--- config.mk ---
export PLATFORM = sky130hd
export DESIGN_NAME = gate_bist
export DESIGN_NICKNAME = d
export VERILOG_FILES = /design/src/rtl/gate_bist_pkg.sv /design/src/rtl/gate_bist_golden.sv /design/src/rtl/gate_bist.sv
export SDC_FILE = /design/constraint.sdc
export NUM_CORES = 1
export LEC_CHECK = 0
export ABC_AREA = 1
export CORE_MARGIN = 2
export CORE_UTILIZATION = 47
export DETAILED_ROUTE_END_ITERATION = 7
export PLACE_DENSITY_LB_ADDON = 0.08
export SYNTH_ARGS = -nofsm -noshare
export SYNTH_HDL_FRONTEND = slang
export SYNTH_SLANG_ARGS = --single-unit
--- constraint.sdc ---
create_clock -name clk_i -period 3.9 [get_ports clk_i]
set_input_delay 1.17 -clock clk_i [delete_from_list [all_inputs] [get_ports clk_i]]
set_output_delay 1.17 -clock clk_i [all_outputs]
set_load 0.02 [all_outputs]
--- src/rtl/gate_bist_pkg.sv ---
// Shared types and constants for the gate BIST controller.
// Response bit order is {NOT2, NOT1, OR2, OR1, AND2, AND1}.
package gate_bist_pkg;

  typedef enum logic [2:0] {
    ST_IDLE,
    ST_DRIVE,
    ST_SETTLE,
    ST_CHECK,
    ST_DONE
  } state_t;

  localparam int NUM_VECTORS = 4;
  localparam int RESP_W      = 6;

  localparam int AND1 = 0;
  localparam int AND2 = 1;
  localparam int OR1  = 2;
  localparam int OR2  = 3;
  localparam int NOT1 = 4;
  localparam int NOT2 = 5;

  function automatic logic [2:0] popcnt_resp(input logic [RESP_W-1:0] v);
    logic [2:0] c;
    c = '0;
    for (int i = 0; i < RESP_W; i++) c = c + {2'b00, v[i]};
    return c;
  endfunction

endpackage

--- src/rtl/gate_bist_golden.sv ---
// Expected response of the six gates under test for a given stimulus pair.
module gate_bist_golden
  import gate_bist_pkg::*;
(
  input  logic              a_i,
  input  logic              b_i,
  output logic [RESP_W-1:0] exp_o
);

  always_comb begin
    exp_o       = '0;
    exp_o[AND1] = a_i & b_i;
    exp_o[AND2] = a_i & b_i;
    exp_o[OR1]  = a_i | b_i;
    exp_o[OR2]  = a_i | b_i;
    exp_o[NOT1] = ~a_i;
    exp_o[NOT2] = ~a_i;
  end

endmodule

--- src/rtl/gate_bist.sv ---
// Gate BIST sequencer: walks 4 vectors, waits to settle, checks 6 gate responses.
// Define GATE_BIST_LOOP_EN to rerun clean passes continuously.
//
// state   | meaning
// IDLE    | waiting for start after reset
// DRIVE   | a/b driven with current vector, settle counter loaded
// SETTLE  | settle counter running down, a/b stable
// CHECK   | responses compared, fail_map/err_cnt updated
// DONE    | pass finished, results held until next start
module gate_bist
  import gate_bist_pkg::*;
#(
  parameter int SETTLE_CYCLES = 2,
  parameter int ERR_W         = 8
) (
  input  logic              clk_i,
  input  logic              rst_i,
  input  logic              start_i,
  input  logic [RESP_W-1:0] resp_i,
  output logic              a_o,
  output logic              b_o,
  output logic              busy_o,
  output logic              done_o,
  output logic [RESP_W-1:0] fail_map_o,
  output logic [ERR_W-1:0]  err_cnt_o
);

  localparam int               SUM_W     = ERR_W + 3;
  localparam logic [3:0]       SETTLE_LD = 4'(SETTLE_CYCLES - 1);
  localparam logic [ERR_W-1:0] ERR_MAX   = '1;
  localparam logic [1:0]       VI_LAST   = 2'(NUM_VECTORS - 1);

  state_t            state_q;
  logic [1:0]        vi_q;
  logic [3:0]        cnt_q;
  logic              a_q, b_q, busy_q, done_q;
  logic [RESP_W-1:0] fail_map_q, fail_map_d;
  logic [ERR_W-1:0]  err_cnt_q, err_cnt_d;
  logic [RESP_W-1:0] exp_resp, mismatch;
  logic [SUM_W-1:0]  err_sum;

  gate_bist_golden u_golden (
    .a_i  (a_q),
    .b_i  (b_q),
    .exp_o(exp_resp)
  );

  always_comb begin
    mismatch   = resp_i ^ exp_resp;
    fail_map_d = fail_map_q | mismatch;
    err_sum    = SUM_W'(err_cnt_q) + SUM_W'(popcnt_resp(mismatch));
    err_cnt_d  = (err_sum > SUM_W'(ERR_MAX)) ? ERR_MAX : err_sum[ERR_W-1:0];
  end

  always_ff @(posedge clk_i or posedge rst_i) begin
    if (rst_i) begin
      state_q    <= ST_IDLE;
      vi_q       <= '0;
      cnt_q      <= '0;
      a_q        <= 1'b0;
      b_q        <= 1'b0;
      busy_q     <= 1'b0;
      done_q     <= 1'b0;
      fail_map_q <= '0;
      err_cnt_q  <= '0;
    end else begin
      case (state_q)
        ST_IDLE, ST_DONE: begin
          if (start_i) begin
            state_q    <= ST_DRIVE;
            vi_q       <= '0;
            {a_q, b_q} <= 2'b00;
            busy_q     <= 1'b1;
            done_q     <= 1'b0;
            fail_map_q <= '0;
            err_cnt_q  <= '0;
          end
        end
        ST_DRIVE: begin
          state_q <= ST_SETTLE;
          cnt_q   <= SETTLE_LD;
          done_q  <= 1'b0;
        end
        ST_SETTLE: begin
          if (cnt_q == '0) state_q <= ST_CHECK;
          else             cnt_q   <= cnt_q - 4'd1;
        end
        ST_CHECK: begin
          fail_map_q <= fail_map_d;
          err_cnt_q  <= err_cnt_d;
          if (vi_q != VI_LAST) begin
            state_q    <= ST_DRIVE;
            vi_q       <= vi_q + 2'd1;
            {a_q, b_q} <= vi_q + 2'd1;
          end else begin
`ifdef GATE_BIST_LOOP_EN
            if (fail_map_d == '0) begin
              // clean pass: restart immediately, flag it with a one-cycle done
              state_q    <= ST_DRIVE;
              vi_q       <= '0;
              {a_q, b_q} <= 2'b00;
              fail_map_q <= '0;
              err_cnt_q  <= '0;
              done_q     <= 1'b1;
            end else begin
              state_q <= ST_DONE;
              busy_q  <= 1'b0;
              done_q  <= 1'b1;
            end
`else
            state_q <= ST_DONE;
            busy_q  <= 1'b0;
            done_q  <= 1'b1;
`endif
          end
        end
        default: state_q <= ST_IDLE;
      endcase
    end
  end

  assign a_o        = a_q;
  assign b_o        = b_q;
  assign busy_o     = busy_q;
  assign done_o     = done_q;
  assign fail_map_o = fail_map_q;
  assign err_cnt_o  = err_cnt_q;

endmodule

; ---- After elaboration in Yosys (flattened, before gate mapping)
; Index checks and enable logic that the tools add are counted.
[word_totals]
reg_bits = 27
output_inout_bits = 18
word_cells = 69
[classes]
n_mux = 24
order_cmp = 1
bitwise = 5
addsub = 8
reduce_logical = 12
eq_ne = 10
[ops]
columns = operator, count
row1 = two-way mux 8 bit, 2
row2 = case mux 8 bit (2 select lines), 1
row3 = inequality test 2 bit (second input constant), 6
row4 = case mux 3 bit (4 select lines), 1
row5 = case mux 6 bit (2 select lines), 1
row6 = adder 3 x 1 -> 3 bit, 3
row7 = adder 8 x 3 -> 9 bit, 1
row8 = > comparator 9 x 8 -> 1 bit (second input constant), 1
row9 = two-way mux 3 bit, 3
row10 = AND reduction 3 bit, 3
row11 = case mux 4 bit (2 select lines), 1
row12 = equality test 3 x 2 -> 1 bit (second input constant), 2
row13 = two-way mux 1 bit, 6
row14 = two-way mux 6 bit, 1
row15 = OR 6 bit, 1
row16 = case mux 1 bit (2 select lines), 3
row17 = AND reduction 2 bit, 3
row18 = XOR 6 bit, 1
row19 = logical NOT 4 bit, 1
row20 = two-way mux 2 bit, 2
row21 = two-way mux 4 bit, 1
row22 = case mux 2 bit (2 select lines), 1
row23 = nonzero test 2 bit, 2
row24 = subtractor 4 x 1 -> 4 bit (second input constant), 1
row25 = 12 further kinds, 12

; ---- Depth between registers and ports, before layout
[logic_depth]
depth_word = 11
mapped_depth = 16
mapped_depth_nobuf = 16

; ---- Hierarchy
; Synthesis repeated with hierarchy kept, for this count alone.
[hier_totals]
cells_unflattened = 189
hier_area_um2 = 1546.5
[by_module_without_submodules]
columns = mod, seq_area_each_um2, area_per_inst_um2, n_inst, cells_each
row1 = gate_bist, 625.6, 1502.7, 1, 181
row2 = gate_bist_golden, 0.0, 43.8, 1, 8

; ---- Worst setup path after synthesis
; No wires, ideal clock.
[synth_path]
kind = input -> register
from = input port resp_i[2]
to = register err_cnt_q[5], in the netlist err_cnt_o[5]
n_path_buf = 0
setup_ps = 65
cell_stages = 13
arrival_ps = 3548
slack_ps = 287
cell_sequence = xnor2_1 inv_1 fa_1 fa_1 fa_1 inv_1 fa_1 nand2_1 a21oi_2 nand3_1 nand2_1 inv_1 nand2_1
[synth_via]
elab_chain_len = 9
[synth_rtl]
columns = item, line_no
row1 = start: declaration, gate_bist.sv:19  ; input logic [RESP_W-1:0] resp_i,
row2 = XOR 6 bit *, gate_bist.sv:49  ; mismatch = resp_i ^ exp_resp;
row3 = adder 2 x 1 -> 3 bit *, gate_bist_pkg.sv:26  ; for (int i = 0; i < RESP_W; i++) c = c + {2'b00, v[i]};
row4 = adder 3 x 1 -> 3 bit * (3 in a row), gate_bist_pkg.sv:26
row5 = adder 8 x 3 -> 9 bit *, gate_bist.sv:51  ; err_sum = SUM_W'(err_cnt_q) + SUM_W'(popcnt_resp(mismatch));
row6 = > comparator 9 x 8 -> 1 bit, gate_bist.sv:52  ; err_cnt_d = (err_sum > SUM_W'(ERR_MAX)) ? ERR_MAX : err_sum[ERR_W-1:0];
row7 = two-way mux 8 bit *, gate_bist.sv:52
row8 = case mux 8 bit (2 select lines) *, gate_bist.sv:67  ; case (state_q)
row9 = end signal: assignment, gate_bist.sv:90  ; err_cnt_q <= err_cnt_d;
row10 = end: declaration, gate_bist.sv:38  ; logic [ERR_W-1:0] err_cnt_q, err_cnt_d;
; Mark *: on every way between the ends. The rest lies on a longest branch, timed or not.
; A chain may end at the register's enable or synchronous reset.

; ---- Final worst setup path
[layout_path]
from = input port resp_i[2]
to = register err_cnt_q[2], in the netlist err_cnt_o[2]
; Same word-level chain as after synthesis.

==> impl_metrics.ini <==
[outcome]
outcome = finished clean

[placement]
dp_hpwl_um = 2430
portBuffers = 26
gp_congestion = 0.842
dpl_cell_area_mm2 = 0.00183
placed_cells = 254

[cts]
path_clk_slew_ns = 0.14
cts_max_level = 1
clock-root-buffer = clkbuf_4
insertion_delay_ns = 0.34
numClockSinks = 25
cts_buffer_depth = 2
cts_buffers = 3
cts_tree = yes
hold_buffers = 0

[critical_path]
max_stage_delay_ns = 0.52
cp-end-kind = register
path_class = input pin to register
arrival_ns = 3.87
crit_path_max_fanout = 4
startpoint = resp_i[2]
reg2reg_from = a_o
critPathSlowestCell = fa_1
startpoint_type = input pin
cp_common_cell = nand2_1
worstPathCellList = dlymetal6s2s_1 > xnor2_2 > inv_2 > fa_1 > fa_1 > fa_2 > inv_2 > fa_2 > nand2_2 > a21oi_4 > nand2_1 > o21ai_0 > nand2_1 > nand2_1
cp.required_ns = 4.19

[global_routing]
first_global_vias = 1309
met1_usage_pct = 27.2
grt_max_degree = 26
globalRouteMet3Util_pct = 2.77
grt_use_met2_pct = 32.7
overflow = 0
grt_first_pass_wirelength_um = 5530
antenna_found_initial = 0
track_usage_pct = 20.5
grt.busiest_layer = met2

[logic_synthesis]
synth.distinct_cells = 29
syn-mean-instance-area_um2 = 8.27
syn-num-nets = 204
ys_ff_latch = 25
netlist_instances = 184
seq_area_frac_synth_pct = 41.1
syn-cell-area_mm2 = 0.00152
ys_warn_count = 0

[timing]
min_period_over_period_pct = 91.7
drv_slew = 0
tightest_slew_ns = 0.991
setup_viol = 0
timing.fmax_mhz = 280
finalHoldViolCount = 0
relSlewSlack_pct = 33.8
period_minus_slack_ns = 3.58
clock-skew-final_ns = 0.0108
rsz0062_at_grt = no

[floorplan]
core-area_mm2 = 0.00308
initial_utilization_pct = 49.4
die_area_mm2 = 0.00371
dieHeight_um = 60.9
die_w_um = 60.9
io_pins = 27
rows = 20

[hold_path]
hp-class = register to register
min_from = state_q[2]

[cells_and_area]
fin_cells = 259
drive_above_1_share_pct = 14.0
layout_commonest_cell = nand2_1
n_fill_cell = 285
final_cell_mix = 44 x nand2_1, 25 x inv_1, 25 x dfrtp_1
multiInputGateArea_um2 = 812
post-route-cell-area_mm2 = 0.00192
layout.area.seq_um2 = 626
antenna_cells = 0
nNetsFinal = 236
syn_to_final_growth_pct = 26.1

[detailed_routing]
drt_iter0_drc = 66
drc = 0
drtPass1Iterations = 4
viasPerCell = 4.97
wl_per_cell_um = 12.6
wl_um = 3260
drt.antenna.violating_nets = 0
vias = 1287

[flow_run]
cap_violations = 0

[power]
ir_drop_mv = 0.394
power.total_mw = 1.62
power.density_mw_per_mm2 = 846
cellLeakagePower_nw = 0.956
[per-stage QoR]
stage	util (%)	TNS [ns]	hold WS, ns	setup WS (ns)
final	62.3	0	0.501	0.324
after global routing	62.3	0	0.531	0.190
after CTS	60.9	0	0.502	0.0283
after detailed placement	59.6	-2.58	0.472	-0.379
after global placement	59.6	-1.75	0.462	-0.253
after floorplan	-	0	0.442	0.287
[final cells by class]
type	instances	share of cell area, %
Clock buffer	3	1.17
Clock inverter	1	0.261
Inverter	31	6.13
Multi-Input combinational cell	127	42.3
Sequential cell	25	32.6
Tap cell	44	2.87
Timing Repair Buffer	28	14.6
[repair_timing]
action	CTS	global route
endpoints found under the setup margin	2	8
setup buffers	0	1
resized for setup	2	12
pin swaps	0	6
[kinds of logic (layout without fill, tap and decap cells)]
logic type               after synthesis  count (layout)  synth area share (%)
AND/OR/NAND/NOR                       85              85                  26.0
buffers and inverters                 32              63                  8.47
flip-flops                            25              25                  41.1
AO/OA/AOI/OAI                         24              24                  9.38
adder cells (fa/ha/maj)               11              11                  11.0
XOR/XNOR                               7               7                  4.03
[synthesized netlist by cell type (all sizes together)]
library cell  number  area (um^2)
a21oi              9         52.6
a31oi              2         12.5
buf                1         11.3
clkinv             1         5.00
dfrtp             25          626
fa                 4         80.1
ha                 7         87.6
inv               30          113
nand2             50          213
nand3             15         92.6
nand4              2         12.5
nor2              16         62.6
nor3               2         15.0
o211ai             1         7.51
o21ai             10         53.8
o221ai             1         8.76
o31ai              1         7.51
xnor2              4         35.0
xor2               3         26.3
[registers in the layout, summed over array words and instances, names as in the netlist]
name,cells
err_cnt_o,8
fail_map_o,6
busy_o,1
cnt_q,4
a_o,1
done_o,1
state_q,3
b_o,1
[worst max-delay path, delay by kind of cell]
family | cells | cell delay (ns)
xor gates and xnor gates | 1 | 0.17
adders and majority gates | 4 | 1.62
buffers and inverters | 3 | 0.28
AOI/OAI and AO/OA | 2 | 0.32
and+or+nand+nor | 4 | 0.30
[where the power goes]
group	total, mW	internal (mW)	switching [mW]
Sequential	0.433	0.353	0.0791
Combinational	1.07	0.439	0.629
Clock	0.122	0.0387	0.0835
Total	1.62	0.831	0.792
[per-layer routing]
| metal | routed length [um] | share of wire (%) | up-vias |
|---|---|---|---|
| li1 | - | - | 645 |
| met3 | 128 | 3.9 | 5 |
| met4 | 59 | 1.8 | 0 |
| met1 | 1500 | 46 | 601 |
| met5 | 0 | 0 | - |
| met2 | 1580 | 48 | 36 |
[final timing paths]
kind,to,slack (ns),cells after the start
setup / recovery,err_cnt_o[2],0.32,14
hold / removal,state_q[2],0.50,2
setup reg to reg,err_cnt_o[2],0.42,15
hold reg to reg,state_q[2],0.50,2
max in group asynchronous,busy_o,1.95,2
min in group asynchronous,fail_map_o[2],1.35,2
No activity file was read; power rests on OpenSTA's default activity.
